==> src/rtl/accum_seq_pkg.sv <==
// Shared opcodes, FSM states, instruction classes and ALU codes for the accumulator sequencer.
package accum_seq_pkg;

  localparam logic [3:0] OP_NOP      = 4'h0;
  localparam logic [3:0] OP_LOAD     = 4'h1;
  localparam logic [3:0] OP_STORE    = 4'h2;
  localparam logic [3:0] OP_ADD      = 4'h3;
  localparam logic [3:0] OP_SUBT     = 4'h4;
  localparam logic [3:0] OP_AND      = 4'h5;
  localparam logic [3:0] OP_OR       = 4'h6;
  localparam logic [3:0] OP_HALT     = 4'h7;
  localparam logic [3:0] OP_SKIPCOND = 4'h8;
  localparam logic [3:0] OP_JUMP     = 4'h9;
  localparam logic [3:0] OP_CLEAR    = 4'hA;

  localparam logic [3:0] ALU_ADD = 4'b0000;
  localparam logic [3:0] ALU_SUB = 4'b0001;
  localparam logic [3:0] ALU_AND = 4'b1000;
  localparam logic [3:0] ALU_OR  = 4'b1001;

  localparam logic [1:0] SC_NEG   = 2'b00;
  localparam logic [1:0] SC_ZERO  = 2'b01;
  localparam logic [1:0] SC_POS   = 2'b10;
  localparam logic [1:0] SC_NEVER = 2'b11;

  typedef enum logic [3:0] {
    S_IDLE   = 4'd0,
    S_FETCH  = 4'd1,
    S_FWAIT  = 4'd2,
    S_DECODE = 4'd3,
    S_MRD    = 4'd4,
    S_MWAIT  = 4'd5,
    S_EXEC   = 4'd6,
    S_STORE  = 4'd7,
    S_HALT   = 4'd8
  } state_e;

  typedef enum logic [2:0] {
    CL_NOP   = 3'd0,
    CL_LOAD  = 3'd1,
    CL_ALU   = 3'd2,
    CL_STORE = 3'd3,
    CL_CLEAR = 3'd4,
    CL_JUMP  = 3'd5,
    CL_SKIP  = 3'd6,
    CL_HALT  = 3'd7
  } iclass_e;

endpackage

==> src/rtl/accum_seq_decode.sv <==
// Combinational opcode decoder: instruction class, operand-read need, ALU op and legality.
module accum_seq_decode
  import accum_seq_pkg::*;
(
  input  logic [3:0] opcode_i,
  output iclass_e    iclass_o,
  output logic       needs_mem_read_o,
  output logic [3:0] alu_op_o,
  output logic       legal_o
);

  always_comb begin
    iclass_o         = CL_NOP;
    needs_mem_read_o = 1'b0;
    alu_op_o         = ALU_ADD;
    legal_o          = 1'b1;
    case (opcode_i)
      OP_NOP:      iclass_o = CL_NOP;
      OP_LOAD:     begin iclass_o = CL_LOAD; needs_mem_read_o = 1'b1; end
      OP_STORE:    iclass_o = CL_STORE;
      OP_ADD:      begin iclass_o = CL_ALU; needs_mem_read_o = 1'b1; alu_op_o = ALU_ADD; end
      OP_SUBT:     begin iclass_o = CL_ALU; needs_mem_read_o = 1'b1; alu_op_o = ALU_SUB; end
      OP_AND:      begin iclass_o = CL_ALU; needs_mem_read_o = 1'b1; alu_op_o = ALU_AND; end
      OP_OR:       begin iclass_o = CL_ALU; needs_mem_read_o = 1'b1; alu_op_o = ALU_OR;  end
      OP_HALT:     iclass_o = CL_HALT;
      OP_SKIPCOND: iclass_o = CL_SKIP;
      OP_JUMP:     iclass_o = CL_JUMP;
      OP_CLEAR:    iclass_o = CL_CLEAR;
      default:     legal_o  = 1'b0;
    endcase
  end

endmodule

==> src/rtl/accum_sequencer.sv <==
// Fetch/decode/execute sequencer for the 16-bit accumulator machine.
// ACCSEQ_ILLEGAL_TRAP_EN: opcodes 0xB-0xF trap to HALT and set illegal; otherwise they run as NOP.
module accum_sequencer
  import accum_seq_pkg::*;
#(
  parameter int unsigned       ADDR_W   = 12,
  parameter logic [ADDR_W-1:0] RESET_PC = '0
) (
  input  logic              clk,
  input  logic              reset,
  input  logic              run,
  output logic [ADDR_W-1:0] mem_addr,
  output logic              mem_re,
  output logic              mem_we,
  output logic [15:0]       mem_wdata,
  input  logic [15:0]       mem_rdata,
  output logic [3:0]        alu_op,
  output logic [15:0]       alu_a,
  output logic [15:0]       alu_b,
  input  logic [15:0]       alu_result,
  output logic              halted,
  output logic              illegal,
  output logic [ADDR_W-1:0] pc_out,
  output logic [15:0]       acc_out,
  output logic [15:0]       ir_out
);

  state_e            state_q, state_d;
  logic [ADDR_W-1:0] pc_q, pc_d, mar_q, mar_d, pc_inc;
  logic [15:0]       ir_q, ir_d, mbr_q, mbr_d, acc_q, acc_d;
  logic              skip;

  iclass_e    dec_class;
  logic       dec_mem_rd, dec_legal;
  logic [3:0] dec_alu_op;

`ifdef ACCSEQ_ILLEGAL_TRAP_EN
  logic illegal_q, illegal_d;
  assign illegal = illegal_q;
`else
  assign illegal = 1'b0;
`endif

  accum_seq_decode u_decode (
    .opcode_i        (ir_q[15:12]),
    .iclass_o        (dec_class),
    .needs_mem_read_o(dec_mem_rd),
    .alu_op_o        (dec_alu_op),
    .legal_o         (dec_legal)
  );

  assign pc_inc    = pc_q + ADDR_W'(1);
  assign mem_wdata = acc_q;
  assign alu_a     = acc_q;
  assign alu_b     = mbr_q;
  assign halted    = (state_q == S_HALT);
  assign pc_out    = pc_q;
  assign acc_out   = acc_q;
  assign ir_out    = ir_q;

  always_comb begin
    case (ir_q[11:10])
      SC_NEG:  skip = acc_q[15];
      SC_ZERO: skip = (acc_q == '0);
      SC_POS:  skip = !acc_q[15] && (acc_q != '0);
      default: skip = 1'b0;
    endcase
  end

  always_comb begin
    state_d  = state_q;
    pc_d     = pc_q;
    ir_d     = ir_q;
    mar_d    = mar_q;
    mbr_d    = mbr_q;
    acc_d    = acc_q;
    mem_addr = mar_q;
    mem_re   = 1'b0;
    mem_we   = 1'b0;
    alu_op   = ALU_ADD;
`ifdef ACCSEQ_ILLEGAL_TRAP_EN
    illegal_d = illegal_q;
`endif
    case (state_q)
      S_IDLE, S_HALT: begin
        if (run) begin
          state_d = S_FETCH;
`ifdef ACCSEQ_ILLEGAL_TRAP_EN
          illegal_d = 1'b0;
`endif
        end
      end
      S_FETCH: begin
        mem_addr = pc_q;
        mem_re   = 1'b1;
        mar_d    = pc_q;
        state_d  = S_FWAIT;
      end
      S_FWAIT: begin
        ir_d    = mem_rdata;
        pc_d    = pc_inc;
        state_d = S_DECODE;
      end
      S_DECODE: begin
        state_d = S_FETCH;
        if (!dec_legal) begin
`ifdef ACCSEQ_ILLEGAL_TRAP_EN
          state_d   = S_HALT;
          illegal_d = 1'b1;
`else
          state_d   = S_FETCH;
`endif
        end else if (dec_mem_rd) begin
          mar_d   = ir_q[ADDR_W-1:0];
          state_d = S_MRD;
        end else begin
          case (dec_class)
            CL_STORE: begin mar_d = ir_q[ADDR_W-1:0]; state_d = S_STORE; end
            CL_CLEAR: acc_d = '0;
            CL_JUMP:  pc_d  = ir_q[ADDR_W-1:0];
            CL_SKIP:  if (skip) pc_d = pc_inc;
            CL_HALT:  state_d = S_HALT;
            default:  state_d = S_FETCH;
          endcase
        end
      end
      S_MRD: begin
        mem_re  = 1'b1;
        state_d = S_MWAIT;
      end
      S_MWAIT: begin
        mbr_d   = mem_rdata;
        state_d = S_EXEC;
      end
      S_EXEC: begin
        alu_op  = dec_alu_op;
        acc_d   = (dec_class == CL_LOAD) ? mbr_q : alu_result;
        state_d = S_FETCH;
      end
      S_STORE: begin
        mem_we  = 1'b1;
        state_d = S_FETCH;
      end
      default: state_d = S_IDLE;
    endcase
  end

  always_ff @(posedge clk) begin
    if (reset) begin
      state_q <= S_IDLE;
      pc_q    <= RESET_PC;
      ir_q    <= '0;
      mar_q   <= '0;
      mbr_q   <= '0;
      acc_q   <= '0;
`ifdef ACCSEQ_ILLEGAL_TRAP_EN
      illegal_q <= 1'b0;
`endif
    end else begin
      state_q <= state_d;
      pc_q    <= pc_d;
      ir_q    <= ir_d;
      mar_q   <= mar_d;
      mbr_q   <= mbr_d;
      acc_q   <= acc_d;
`ifdef ACCSEQ_ILLEGAL_TRAP_EN
      illegal_q <= illegal_d;
`endif
    end
  end

endmodule
==> config.mk <==
export PLATFORM = sky130hd
export DESIGN_NAME = accum_sequencer
export DESIGN_NICKNAME = d
export VERILOG_FILES = /design/src/rtl/accum_seq_pkg.sv /design/src/rtl/accum_seq_decode.sv /design/src/rtl/accum_sequencer.sv
export SDC_FILE = /design/constraint.sdc
export NUM_CORES = 1
export LEC_CHECK = 0
export CORE_UTILIZATION = 25
export CTS_CLUSTER_DIAMETER = 100
export CTS_CLUSTER_SIZE = 30
export DETAILED_ROUTE_END_ITERATION = 10
export DONT_BUFFER_PORTS = 1
export PLACE_DENSITY = 0.48
export SLEW_MARGIN = 20
export SYNTH_ARGS = -nofsm -noshare
export SYNTH_HDL_FRONTEND = slang
export SYNTH_SLANG_ARGS = --single-unit
==> constraint.sdc <==
create_clock -name clk -period 2.33 [get_ports clk]
set_input_delay 0.1165 -clock clk [delete_from_list [all_inputs] [get_ports clk]]
set_output_delay 0.1165 -clock clk [all_outputs]
set_load 0.005 [all_outputs]
==> out/summary.md, run 1 <==
## Status
* status: completed

## Routing
* aggregate routed wire length: 14.0 mm
* violation count after the first detailed-route iteration: 291
* 1st-pass router iterations: 4
* wire length per cell after detailed routing: 18.6 µm
* residual DRC count: 0
* via count of the routed design: 3852
* remaining antenna violation count after routing: 0
* vias per inst: 5.11

## Global route
* via count of the first global-routing pass: 3844
* global-route wire length before repair: 21.7 mm
* number of antenna violations at the first check in global routing: 0
* All-Layer GR Usage: 0.169
* largest net degree at the start of global routing: 73
* GR Overflow Total: 0

## Final layout
* area of the multi-input gates: 2180 µm²
* filler cell count: 1710
* commonest non-fill, non-tap cell in the layout: nand2_1
* Sequential Area: 1520 µm²
* area overhead of the layout relative to synthesis: 13.4%
* Post-Route Utilization: 0.294
* net count reported at finish: 569
* antenna diode count: 0
* share of final-layout standard cells stronger than drive strength 1: 0.147
* Final Instance Area: 4710 µm²
* commonest cells after routing, fill and taps aside: nand2_1, a21oi_1, dfxtp_1, nor2_1, buf_4

## Min path
* hold crit path type: input pin to flip-flop

## Logic synthesis
* top_reg_cell synth: dfxtp_1
* per-instance average area after synthesis: 7.56 µm²
* count of flip-flops with a built-in enable after synthesis: 0
* total of flip-flops plus latches after synthesis: 76
* post-synthesis sequential area ratio: 0.366
* Synth Warn #: 0
* proportion of netlist area held by the largest area contributor: 0.366
* area leader, netlist: dfxtp_1
* Cell Area, Synth: 4160 µm²
* cells taking the most area after synthesis: dfxtp_1, nand2_1, a21oi_1
* count of cell types in the netlist: 53
* post-synthesis cell count: 550
* ys async rst share: 0

## Worst setup path
* maximum net fanout on the critical path: 7
* register-to-register setup slack: 210 ps
* capture point of the critical path: pc_out[2]
* Crit. Startpoint: acc_out[11]
* category of the worst setup path launch point: flip-flop
* crit end category: flip-flop
* critical path cell sequence: nor4_1, and4_1, mux2_2, o21ai_2, buf_4, o32ai_1
* capturing point of the worst reg2reg path: pc_out[2]
* worst setup path category: flip-flop to flip-flop
* crit-path max cell delay: 420 ps
* worst-case reg-to-reg path depth: 6
* data required time at the worst endpoint: 2550 ps
* endpoint arrival time on the critical path: 2340 ps
* master of the slowest instance on the critical path: nor4_1
* launch instance of the worst register-to-register path: acc_out[11]

## Power
* maximum vdd drop: 0.529 mV
* Switch Pwr: 891 µW
* Leak Pwr: 0.00158 µW
* Seq pwr share: 0.413
* pwr dens: 710 nW/µm²
* internal power: 2460 µW
* proportion of power drawn by the clock network: 0.460
* combinational power share: 0.127
* Switching Fraction: 0.266

## STA
* Least-Margin Pin Slew: 653 ps
* shortest period the worst path allows: 2120 ps
* Slew Viols, Final: 0
* Peak Freq: 471 MHz
* hold violation count in the final report: 0
* setup TNS after final layout: 0 ps
* Hold Slack: 18.6 ps
* post-route clock period utilization: 0.911
* RSZ-0062 raised after global routing: false
* maximum clock skew at final layout: 8.26 ps
* worst rel slew slack: 0.565
* number of endpoints failing setup at the final stage: 0

## Flow run
* MaxCap Viol Count: 0

## Placement
* RD Place Congestion: 0.779
* port bufs: 0
* post-DP HPWL: 10.1 mm
* cell area after placement: 4190 µm²

## Die
* number of ports placed on the die boundary: 147
* row cnt: 46
* Die Height: 131 µm
* initial core utilization: 0.259
* horizontal die dimension: 131 µm
* core region area: 16100 µm²
* area of the die: 17100 µm²

## Clock tree
* later-pin clock latency in the skew report: 350 ps
* count of cells resized by post-cts repair: 0
* clock tree from TritonCTS: done
* Root Driver: clkbuf_16
* clock buffer count from CTS: 9
* # clock sinks: 76
* maximum number of buffers from clock root to sink: 2
* number of H-tree levels: 3
* clock input transition at the sequential cells of the worst setup and hold paths: 60 ps

worst min path at each step:
stage	start	to	slack (ps)	depth (start not counted)
after floorplan	run	state_q[3]	230	1
after global placement	reset	mar_q[1]	200	1
after detailed placement	reset	mar_q[1]	200	1
after CTS	reset	pc_out[1]	10	2
after global routing	reset	pc_out[1]	9	2
final	reset	pc_out[1]	20	2
per-layer routing:
metal,GRT usage,share of wire,vias to the layer above
li1,-,-,1823
met3,0.0656,0.089,16
met1,0.201,0.42,1837
met2,0.284,0.48,176
met4,0.0467,0.0099,0
met5,0,0,-
cell families (layout without fill, tap and decap cells):
logic type | count (synthesis) | count (layout) | share of synthesized area
simple gates | 228 | 228 | 0.244
compound gates | 145 | 145 | 0.225
buf+inv | 81 | 67 | 0.115
flops | 76 | 76 | 0.366
mux | 16 | 16 | 0.0427
xor+xnor | 2 | 2 | 0.00422
fa+ha+maj | 1 | 1 | 0.00301
other cells | 1 | 3 | 0.000902
flip-flops by register name (all words and copies together), names as in the netlist:
| register | flops |
|---|---|
| alu_b | 16 |
| ir_out | 16 |
| acc_out | 16 |
| mar_q | 12 |
| pc_out | 12 |
| state_q | 4 |
cell type report:
type,instances,area share
Sequential cell,76,0.323
Timing Repair Buffer,44,0.0833
Multi-Input combinational cell,395,0.462
Clock inverter,5,0.0180
Clock buffer,11,0.0515
Tap cell,216,0.0573
Inverter,7,0.00557
power by group through the flow:
stage	Combinational [µW]	Clock, µW	Sequential, µW
floorplan	302	0	1380
global placement	363	0	1410
detailed placement	368	0	1410
CTS	427	1580	1380
global route	467	1640	1390
finish	425	1540	1380
synthesized netlist by cell type, types with 4 or more instances:
| master | n |
|---|---|
| a22oi_1 | 4 |
| o32ai_1 | 4 |
| dfxtp_1 | 76 |
| nor4_1 | 5 |
| o21ai_0 | 6 |
| mux2_2 | 14 |
| buf_4 | 36 |
| o32ai_2 | 8 |
| clkbuf_1 | 21 |
| nor2_1 | 44 |
| nor3_1 | 7 |
| a211oi_1 | 4 |
| nand3_1 | 8 |
| nand2_1 | 138 |
| a21oi_1 | 99 |
| buf_2 | 13 |
| inv_1 | 7 |
repair_timing:
action / CTS / global route
hold endpoints to repair: 72 / 0
setup buffers: 0 / 0
hold buffers: 18 / 0
stage by stage:
stage          std cells  power, µW  setup slack [ps]
2_1_floorplan        552       1690               534
3_3_place_gp         720       1770               214
3_5_place_dp         720       1780               206
4_1_cts              754       3390               185
5_1_grt              754       3500              21.4
6_report             754       3350               207
worst max-delay path: cells and delay by family (launching register included):
| kind | cells | cell delay, ps |
|---|---|---|
| flip-flops | 1 | 380 |
| AND/OR/NAND/NOR | 2 | 790 |
| AO/OA/AOI/OAI | 2 | 240 |
| multiplexers | 1 | 390 |
| buffers and inverters | 1 | 190 |
No activity file was read; power rests on OpenSTA's default activity.
==> inputs of run 2 (changes only) <==
--- a/config.mk
+++ b/config.mk
@@ -5,11 +5,13 @@
 export SDC_FILE = /design/constraint.sdc
 export NUM_CORES = 1
 export LEC_CHECK = 0
+export ABC_AREA = 1
 export CORE_UTILIZATION = 25
 export CTS_CLUSTER_DIAMETER = 100
-export CTS_CLUSTER_SIZE = 30
+export CTS_CLUSTER_SIZE = 20
 export DETAILED_ROUTE_END_ITERATION = 10
 export DONT_BUFFER_PORTS = 1
+export GPL_ROUTABILITY_DRIVEN = 1
 export PLACE_DENSITY = 0.48
 export SLEW_MARGIN = 20
 export SYNTH_ARGS = -nofsm -noshare
==> out/summary.md, run 2 <==
## Global route
* GR Overflow Total: 0, unchanged
* via count of the first global-routing pass: 3561, was 3844
* global-route wire length before repair: 20.0 mm, was 21.7 mm
* largest net degree at the start of global routing: 34, was 73
* All-Layer GR Usage: 0.160, was 0.169
* number of antenna violations at the first check in global routing: 0, unchanged

## STA
* Slew Viols, Final: 0, unchanged
* RSZ-0062 raised after global routing: false, unchanged
* post-route clock period utilization: 0.872, was 0.911
* setup TNS after final layout: 0 ps, unchanged
* worst rel slew slack: 0.611, was 0.565
* hold violation count in the final report: 1, was 0
* Least-Margin Pin Slew: 583 ps, was 653 ps
* Peak Freq: 492 MHz, was 471 MHz
* number of endpoints failing setup at the final stage: 0, unchanged
* shortest period the worst path allows: 2030 ps, was 2120 ps
* smallest setup slack after layout: 298 ps, was 207 ps
* Hold Slack: -0.294 ps, was 18.6 ps
* maximum clock skew at final layout: 8.69 ps, was 8.26 ps

## Routing
* residual DRC count: 0, unchanged
* via count of the routed design: 3709, was 3852
* wire length per cell after detailed routing: 16.4 µm, was 18.6 µm
* remaining antenna violation count after routing: 0, unchanged
* vias per inst: 4.74, was 5.11
* aggregate routed wire length: 12.8 mm, was 14.0 mm
* 1st-pass router iterations: 5, was 4
* violation count after the first detailed-route iteration: 278, was 291

## Final layout
* filler cell count: 1729, was 1710
* filler-free cell count of the finished design: 783, was 754
* Post-Route Utilization: 0.286, was 0.294
* area overhead of the layout relative to synthesis: 9.69%, was 13.4%
* antenna diode count: 0, unchanged
* net count reported at finish: 603, was 569
* share of final-layout standard cells stronger than drive strength 1: 0.0752, was 0.147
* commonest cells after routing, fill and taps aside: nand2_1, dfxtp_1, o21ai_0, nor2_1, a21oi_1, was nand2_1, a21oi_1, dfxtp_1, nor2_1, buf_4
* commonest non-fill, non-tap cell in the layout: nand2_1, unchanged

## Worst setup path
* crit-path max cell delay: 380 ps, was 420 ps
* Crit. Startpoint: state_q[2], was acc_out[11]
* launch instance of the worst register-to-register path: state_q[3], was acc_out[11]
* register-to-register setup slack: 460 ps, was 210 ps
* cell family with the largest share of critical-path delay: simple AND/OR/NAND/NOR gates, unchanged
* capture point of the critical path: alu_op[3], was pc_out[2]
* critical path cell sequence: inv_1, nor2_2, nand2_1, nor2_2, buf_4, inv_1, nor3_1, was nor4_1, and4_1, mux2_2, o21ai_2, buf_4, o32ai_1
* capturing point of the worst reg2reg path: pc_out[1], was pc_out[2]
* maximum net fanout on the critical path: 17, was 7
* Levels on crit path: 7, was 6
* data required time at the worst endpoint: 2210 ps, was 2550 ps
* category of the worst setup path launch point: flip-flop, unchanged
* worst-case reg-to-reg path depth: 9, was 6
* worst setup path category: flip-flop to primary output, was flip-flop to flip-flop
* endpoint arrival time on the critical path: 1920 ps, was 2340 ps
* master of the slowest instance on the critical path: dfxtp_1, was nor4_1
* crit end category: primary output, was flip-flop
* Buf/Inv on CP: 3, was 1

## Logic synthesis
* ys async rst share: 0, unchanged
* Cell Area, Synth: 4020 µm², was 4160 µm²
* post-synthesis cell count: 590, was 550
* count of cell types in the netlist: 35, was 53
* count of flip-flops with a built-in enable after synthesis: 0, unchanged
* Synth Warn #: 0, unchanged
* area leader, netlist: dfxtp_1, unchanged
* post-synthesis sequential area ratio: 0.379, was 0.366
* leading cell type by number of instances after synthesis: nand2_1, unchanged
* total of flip-flops plus latches after synthesis: 76, unchanged
* proportion of netlist area held by the largest area contributor: 0.379, was 0.366
* per-instance average area after synthesis: 6.81 µm², was 7.56 µm²
* cells taking the most area after synthesis: dfxtp_1, nand2_1, o21ai_0, was dfxtp_1, nand2_1, a21oi_1
* top_reg_cell synth: dfxtp_1, unchanged
* most common library cells after synthesis: nand2_1, dfxtp_1, o21ai_0, was nand2_1, a21oi_1, dfxtp_1

## Die
* number of ports placed on the die boundary: 147, unchanged
* core region area: 15400 µm², was 16100 µm²
* initial core utilization: 0.260, was 0.259
* row cnt: 45, was 46
* Die Height: 129 µm, was 131 µm
* horizontal die dimension: 129 µm, was 131 µm
* area of the die: 16600 µm², was 17100 µm²

## Status
* status: finished with violations, was completed
* violations in the final reports: hold timing

## Power
* pwr dens: 950 nW/µm², was 710 nW/µm²
* maximum vdd drop: 0.339 mV, was 0.529 mV
* Leak Pwr: 0.00163 µW, was 0.00158 µW
* power after layout: 4180 µW, was 3350 µW

## Clock tree
* later-pin clock latency in the skew report: 340 ps, was 350 ps
* maximum number of buffers from clock root to sink: 2, unchanged
* number of H-tree levels: 3, unchanged
* clock buffer count from CTS: 9, unchanged
* # clock sinks: 76, unchanged
* clock input transition at the sequential cells of the worst setup and hold paths: 60 ps, about the same
* Root Driver: clkbuf_16, unchanged
* clock tree from TritonCTS: done, unchanged

## Placement
* post-DP HPWL: 9.75 mm, was 10.1 mm
* RD Place Congestion: 0.860, was 0.779
* port bufs: 0, unchanged
* pre-CTS setup slack: 297 ps, was 206 ps
* number of placed cells counting well taps: 750, was 720

## Min path
* hold crit path type: input pin to flip-flop, unchanged

## Flow run
* MaxCap Viol Count: 0, unchanged

run 2: cell types whose count changed after synthesis, sizes merged, moves of 4 or more:
| cell | change |
|---|---|
| a22oi | -4 |
| inv | +49 |
| nor2 | +25 |
| a211oi | -4 |
| o21ai | +66 |
| nand3 | +19 |
| o32ai | -12 |
| a21oi | -38 |
| mux2 | -14 |
| nand2 | -12 |
| nor4 | -5 |
| buf | -10 |
| o211ai | +15 |
run 2: final cells by class:
cell class / instances / area [µm²] / share of cell area
clock buffer: 9 / 225 / 0.0511
clock inverter: 7 / 52.6 / 0.0119
inverter: 56 / 210 / 0.0477
multi-input combinational: 397 / 1890 / 0.429
sequential: 76 / 1520 / 0.345
tap: 211 / 264 / 0.0599
timing repair buffer: 27 / 240 / 0.0545
run 2: metrics by stage:
step                area [µm²]  hold WS [ps]
finish                    4410        -0.294
global route              4410          1.79
CTS                       4410         0.429
detailed placement        3960           194
global placement          3960           193
floorplan                 4020           251
run 2: worst min-delay path by stage:
stage,slack (ps),end,depth (start not counted),startpoint
after global routing,2,alu_b[9],2,mem_rdata[9]
after detailed placement,190,state_q[3],1,reset
after CTS,0.4,ir_out[9],2,mem_rdata[9]
final,-0.3,ir_out[9],2,mem_rdata[9]
after floorplan,250,ir_out[13],2,mem_rdata[13]
after global placement,190,mar_q[1],1,reset
run 2: logic make-up after synthesis:
group | share of synthesized area
AO/OA/AOI/OAI | 0.208
XOR/XNOR | 0.00436
flip-flops | 0.379
other | 0.000934
adder cells (fa/ha/maj) | 0.00311
AND/OR/NAND/NOR | 0.252
buffers and inverters | 0.153
run 2: routing by layer:
metal  vias up  part of all wire  track usage
li1       1835                 -            -
met1      1719              0.43        0.195
met2       132              0.46        0.255
met3        23             0.078       0.0482
met4         0             0.032       0.0803
met5         -                 0            0
run 2: repair_timing:
action | in CTS | in global routing
endpoints found under the setup margin | 0 | 1
gates resized for setup | 0 | 1
hold endpoints to repair | 56 | 0
hold buffers | 17 | 0
buffers inserted | 0 | 0
run 2: where the power goes:
| part | total (µW) | internal, µW | leakage [µW] | switching [µW] |
|---|---|---|---|---|
| sequential | 1780 | 1480 | 0.000616 | 297 |
| clock | 1300 | 724 | 0.000124 | 579 |
| combinational | 1100 | 345 | 0.000893 | 760 |
